--- src/rtl/cmps_repne_sequencer_de_pkg.sv ---
// Shared definitions for the CMPS / REPNE CMPS decode sequencer.
package cmps_repne_sequencer_de_pkg;

   localparam int CNT_W_DEFAULT = 16;

   typedef enum logic [2:0] {
      ST_IDLE    = 3'd0,
      ST_FIRST   = 3'd1,
      ST_SECOND  = 3'd2,
      ST_WAIT_WB = 3'd3,
      ST_HALTED  = 3'd4
   } seq_state_e;

endpackage

--- src/rtl/cmps_repne_sequencer_de_sat_counter_en.sv ---
// Saturating up-counter with synchronous clear and increment enable.
module sat_counter_en #(
   parameter int W = 16
) (
   input  logic         clk,
   input  logic         srst,
   input  logic         clr,
   input  logic         en,
   output logic [W-1:0] count
);

   logic [W-1:0] count_reg;

   always_ff @(posedge clk) begin
      if (srst) begin
         count_reg <= '0;
      end else if (clr) begin
         count_reg <= '0;
      end else if (en && (count_reg != {W{1'b1}})) begin
         count_reg <= count_reg + {{(W-1){1'b0}}, 1'b1};
      end
   end

   assign count = count_reg;

endmodule

--- src/rtl/cmps_repne_sequencer_de.sv ---
// Decode-stage sequencer: emits the CMPS first/second uop pair, loops it for
// REPNE until writeback terminates, and freezes permanently on HALT.
module cmps_repne_sequencer_de
   import cmps_repne_sequencer_de_pkg::*;
#(
   parameter int CNT_W = CNT_W_DEFAULT
) (
   input  logic             CLK,
   input  logic             RST,
   input  logic             DE_V,
   input  logic             DE_IS_CMPS,
   input  logic             DE_REPNE,
   input  logic             DE_ECX_ZERO,
   input  logic             PIPE_STALL,
   input  logic             WB_V,
   input  logic             WB_CMPS_SECOND_DONE,
   input  logic             REPNE_TERMINATE_ALL,
   input  logic             HALT_ALL,
   output logic             UOP_V,
   output logic             CS_IS_CMPS_FIRST_UOP,
   output logic             CS_IS_CMPS_SECOND_UOP,
   output logic             DE_REPNE_OUT,
   output logic             DE_STALL,
   output logic             HALTED,
   output logic [CNT_W-1:0] ITER_COUNT
);

   seq_state_e       state_reg, state_next;
   logic             rep_reg, rep_next;
   logic             start;
   logic             wb_done;
   logic             de_stall_next;
   logic             cnt_clr, cnt_en;
   logic [CNT_W-1:0] cnt_value;

   // A REPNE with ECX already zero is swallowed in IDLE without issuing.
   assign start   = DE_V & DE_IS_CMPS & ~(DE_REPNE & DE_ECX_ZERO);
   assign wb_done = WB_V & WB_CMPS_SECOND_DONE;

   always_ff @(posedge CLK) begin
      if (RST) begin
         state_reg <= ST_IDLE;
         rep_reg   <= 1'b0;
      end else begin
         state_reg <= state_next;
         rep_reg   <= rep_next;
      end
   end

   always_comb begin
      state_next    = state_reg;
      rep_next      = rep_reg;
      de_stall_next = 1'b0;
      cnt_clr       = 1'b0;
      cnt_en        = 1'b0;
      case (state_reg)
         ST_IDLE: begin
            if (start) begin
               rep_next      = DE_REPNE;
               cnt_clr       = 1'b1;
               de_stall_next = 1'b1;
               state_next    = ST_FIRST;
            end
         end
         ST_FIRST: begin
            de_stall_next = 1'b1;
            if (!PIPE_STALL) begin
               state_next = ST_SECOND;
            end
         end
         ST_SECOND: begin
            // Non-REPNE releases decode in the very cycle the second uop is taken.
            de_stall_next = rep_reg | PIPE_STALL;
            if (!PIPE_STALL) begin
               cnt_en     = 1'b1;
               state_next = rep_reg ? ST_WAIT_WB : ST_IDLE;
            end
         end
         ST_WAIT_WB: begin
            de_stall_next = 1'b1;
            if (wb_done) begin
               if (REPNE_TERMINATE_ALL) begin
                  de_stall_next = HALT_ALL;
                  state_next    = ST_IDLE;
               end else begin
                  state_next = ST_FIRST;
               end
            end
         end
         ST_HALTED: begin
            de_stall_next = 1'b1;
         end
         default: begin
            state_next = ST_IDLE;
         end
      endcase
      if (HALT_ALL) begin
         state_next = ST_HALTED;
      end
   end

   sat_counter_en #(
      .W (CNT_W)
   ) u_iter_cnt (
      .clk   (CLK),
      .srst  (RST),
      .clr   (cnt_clr),
      .en    (cnt_en),
      .count (cnt_value)
   );

   // Outputs are forced low while reset is held, independent of the state register.
   assign UOP_V                 = ~RST & ((state_reg == ST_FIRST) | (state_reg == ST_SECOND));
   assign CS_IS_CMPS_FIRST_UOP  = ~RST & (state_reg == ST_FIRST);
   assign CS_IS_CMPS_SECOND_UOP = ~RST & (state_reg == ST_SECOND);
   assign DE_REPNE_OUT          = UOP_V & rep_reg;
   assign HALTED                = ~RST & (state_reg == ST_HALTED);
   assign DE_STALL              = ~RST & de_stall_next;
   assign ITER_COUNT            = RST ? '0 : cnt_value;

endmodule
--- config.mk ---
export PLATFORM = sky130hd
export DESIGN_NAME = cmps_repne_sequencer_de
export DESIGN_NICKNAME = d
export VERILOG_FILES = /design/src/rtl/cmps_repne_sequencer_de_pkg.sv /design/src/rtl/cmps_repne_sequencer_de_sat_counter_en.sv /design/src/rtl/cmps_repne_sequencer_de.sv
export SDC_FILE = /design/constraint.sdc
export NUM_CORES = 1
export LEC_CHECK = 0
export BUFFER_PORTS_ARGS = -buffer_cell sky130_fd_sc_hd__buf_2
export CAP_MARGIN = 20
export CORE_MARGIN = 5
export CORE_UTILIZATION = 52
export CTS_CLUSTER_DIAMETER = 80
export DETAILED_ROUTE_END_ITERATION = 6
export PLACE_DENSITY = 0.77
export RECOVER_POWER = 50
export SLEW_MARGIN = 20
export SYNTH_ARGS = -nofsm -noshare
export SYNTH_HDL_FRONTEND = slang
export SYNTH_SLANG_ARGS = --single-unit
--- constraint.sdc ---
create_clock -name CLK -period 2.1 [get_ports CLK]
set_input_delay 0.105 -clock CLK [delete_from_list [all_inputs] [get_ports CLK]]
set_output_delay 0.105 -clock CLK [all_outputs]
set_load 0.005 [all_outputs]
==> run_results.csv <==
group,metric,value,unit
logic_synthesis,synthFlopType,"dfxtp_1",
outcome,status,"finished, final reports clean",
global_routing,grt_max_degree,28,
setup_path,cp_max_fo,10,
power,vdd_ir_drop_max,324,µV
placement,hpwl,2430,µm
global_routing,top_usage_layer,"met2",
setup_path,criticalPathCategory,"reg2out",
timing,finalMaxSlewViolations,0,
power,pwr-share-comb,0.093,
setup_path,startpoint_type,"flop",
power,p_int,0.472,mW
layout,diodes,0,
logic_synthesis,yosysSeqAreaShare,0.306,
timing,period_minus_slack,1.85,ns
timing,fmax,540,MHz
timing,maxSlewHeadroom,0.685,
layout,multi_input_area,837,µm²
clock_network,post_cts_buffers,0,
global_routing,grt_use_met1,0.234,
logic_synthesis,synth_area_leaders,"dfxtp_1 (31%), nor2b_1 (5.7%), a21oi_1 (5.4%)",
placement,finalWeightedCongestion,0.823,
global_routing,grtUsageMet3,0.0475,
global_routing,antenna_found_initial,0,
layout,post-route-util,0.620,
clock_network,hold_buffers,0,
floorplanning,coreArea,2430,µm²
clock_network,clkSlewWorstSetupHoldPaths,0.12,ns
timing,setup_violations,0,
route,viasPerCell,6.05,
setup_path,reg2reg_depth,5,
worst_hold_path,hp-class,"in2reg",
power,seq_power_share,0.612,
timing,worst_slew_pin_slew,0.473,ns
power,swShare,0.255,
timing,hold_viol,0,
setup_path,crit_end,"DE_STALL",
clock_network,cts_resized,0,
layout,fillCellCount,248,
floorplanning,dieWidth,60.2,µm
clock_network,cts_root_buf,"clkbuf_4",
timing,clock_skew,0.00895,ns
timing,hold_slack,0.00664,ns
floorplanning,dieArea,3620,µm²
setup_path,required,2.00,ns
setup_path,worstPathArrival,1.75,ns
logic_synthesis,synth_edf_count,0,
layout,area_delta_synth_final,15.3,%
layout,drive_above_1_share,0.168,
timing,finalSetupTns,0,ns
logic_synthesis,ys_seq_elements,20,
floorplanning,initial_utilization,0.538,
route,drc,0,
layout,final_nets,216,
route,ant_nets,0,
logic_synthesis,netlist.area_leader.share,0.306,
global_routing,grt_pass1_wl,5590,µm
logic_synthesis,synth_area_leader_cell,"dfxtp_1",
route,avgRoutedWirePerCell,14.2,µm
logic_synthesis,ys_types,44,
timing,rsz0062_at_grt,"no",
floorplanning,ios,33,
setup_path,worstReg2RegStart,"state_reg[2]",
clock_network,tritoncts,"built",
clock_network,h-tree-depth,1,
logic_synthesis,netlist_area,1310,µm²
setup_path,cp-startpoint,"state_reg[1]",
flow_run,maxCapViolCount,0,
clock_network,insertion_delay,0.30,ns
layout,largest_reg_flops,16,
route,drt_wl_total,3300,µm
power,power.switching,0.162,mW
power,power.leakage,0.531,nW
global_routing,grt_usage,0.202,
floorplanning,rows,18,
power,p_per_area,420,nW/µm²
logic_synthesis,synthCells,172,
global_routing,overflow,0,
logic_synthesis,syn_avg_cell_area,7.61,µm²
layout,regArea,400,µm²
logic_synthesis,ys_warn_count,0,
clock_network,clk_path_buf_depth,2,
worst_hold_path,worstHoldStart,"HALT_ALL",
power,p_clk_frac,0.295,
global_routing,grt_use_met2,0.353,
setup_path,rrSetupSlack,0.33,ns
route,drtIter0Drc,55,
global_routing,first_global_vias,1349,
route,dr.pass1.iters,4,
placement,io_buffers,32,
logic_synthesis,async_reset_ff_frac,0,
setup_path,r2r-end,"u_iter_cnt.count[5]",
setup_path,worstSetupEndpointType,"primary output",
route,vias,1404,
logic_synthesis,syn_nets,184,
floorplanning,fp.dieH,60.2,µm
timing,finalCritPeriodShare,0.881,
clock_network,cts_num_sinks,20,
clock_network,cts_made_buffers,3,
==> cell families after synthesis <==
kind of cell | share of synthesized area
adders and majority gates | 0.00956
AOI/OAI and AO/OA | 0.226
and+or+nand+nor | 0.397
buffers and inverters | 0.0545
DFF | 0.306
muxes | 0.00765
==> worst max-delay path, stage by stage (launching register included) <==
cell and delay [ns]:
dfxtp_1 0.33, buf_4 0.16, nor3_1 0.34, a21bo_2 0.27
a31oi_1 0.15, nor2_1 0.05, buf_2 0.14
==> power groups by stage <==
stage                     Combinational [mW]  Sequential (mW)  Clock, mW
final                                 0.0588            0.388      0.187
after global routing                  0.0657            0.388      0.206
after CTS                             0.0588            0.387      0.187
after detailed placement              0.0587            0.396          0
after global placement                0.0571            0.396          0
after floorplan                       0.0408            0.393          0
==> cell type report <==
| cell class | count | area share |
|---|---|---|
| Inverter | 6 | 0.0149 |
| Multi-Input combinational cell | 135 | 0.555 |
| Clock buffer | 3 | 0.0149 |
| Tap cell | 30 | 0.0249 |
| Timing Repair Buffer | 38 | 0.125 |
| Sequential cell | 20 | 0.265 |
==> routing by layer <==
metal / wire length [µm] / part of all wire / vias to the layer above
li1: - / - / 708
met1: 1480 / 0.45 / 655
met2: 1620 / 0.49 / 35
met3: 165 / 0.050 / 6
met4: 44 / 0.013 / 0
met5: 0 / 0 / -
==> worst min-delay path by stage <==
stage / to / slack (ns) / cells after the start
global route: state_reg[1] / 0.001 / 2
floorplan: state_reg[0] / 0.18 / 1
detailed placement: state_reg[1] / 0.33 / 2
global placement: state_reg[0] / 0.32 / 2
CTS: state_reg[0] / 0.005 / 2
finish: state_reg[0] / 0.007 / 2
==> metrics by stage <==
step	instance area, µm²	total power, mW	std cells	setup WS (ns)
floorplan	1310	0.434	172	0.383
detailed placement	1500	0.455	229	0.363
global route	1510	0.660	232	0.0891
CTS	1530	0.634	232	0.247
finish	1510	0.634	232	0.249
global placement	1500	0.453	229	0.425
==> cells in the final DEF (no fill, tap or decap), types with 2 or more instances in the layout <==
cell type and n:
nand4_1 8, o31ai_1 2, a21oi_1 14, dfxtp_1 20, or4_1 3, buf_2 14, and4_1 3, o21ai_0 12
nand2_1 11, a31oi_1 2, nand2b_1 3, and2_1 4, nand3_1 9, nor2_1 10, o41ai_1 2, buf_4 6
clkbuf_4 3, a211oi_1 2, nor3_1 5, nor2b_1 12, inv_1 6, clkbuf_2 5, or3_1 9, and3_1 2
clkbuf_1 13
==> cell usage after synthesis, drive strengths merged, types with 3 or more instances <==
| cell type | n |
|---|---|
| nor3 | 5 |
| nand3 | 9 |
| dfxtp | 20 |
| nand2b | 3 |
| nor2 | 10 |
| o21ai | 12 |
| nand2 | 11 |
| nor2b | 12 |
| and4 | 3 |
| or4 | 3 |
| inv | 6 |
| a21oi | 14 |
| or3 | 9 |
| nand4 | 9 |
| clkbuf | 5 |
| buf | 6 |
| and2 | 5 |
Power figures use the tool's default switching activity.
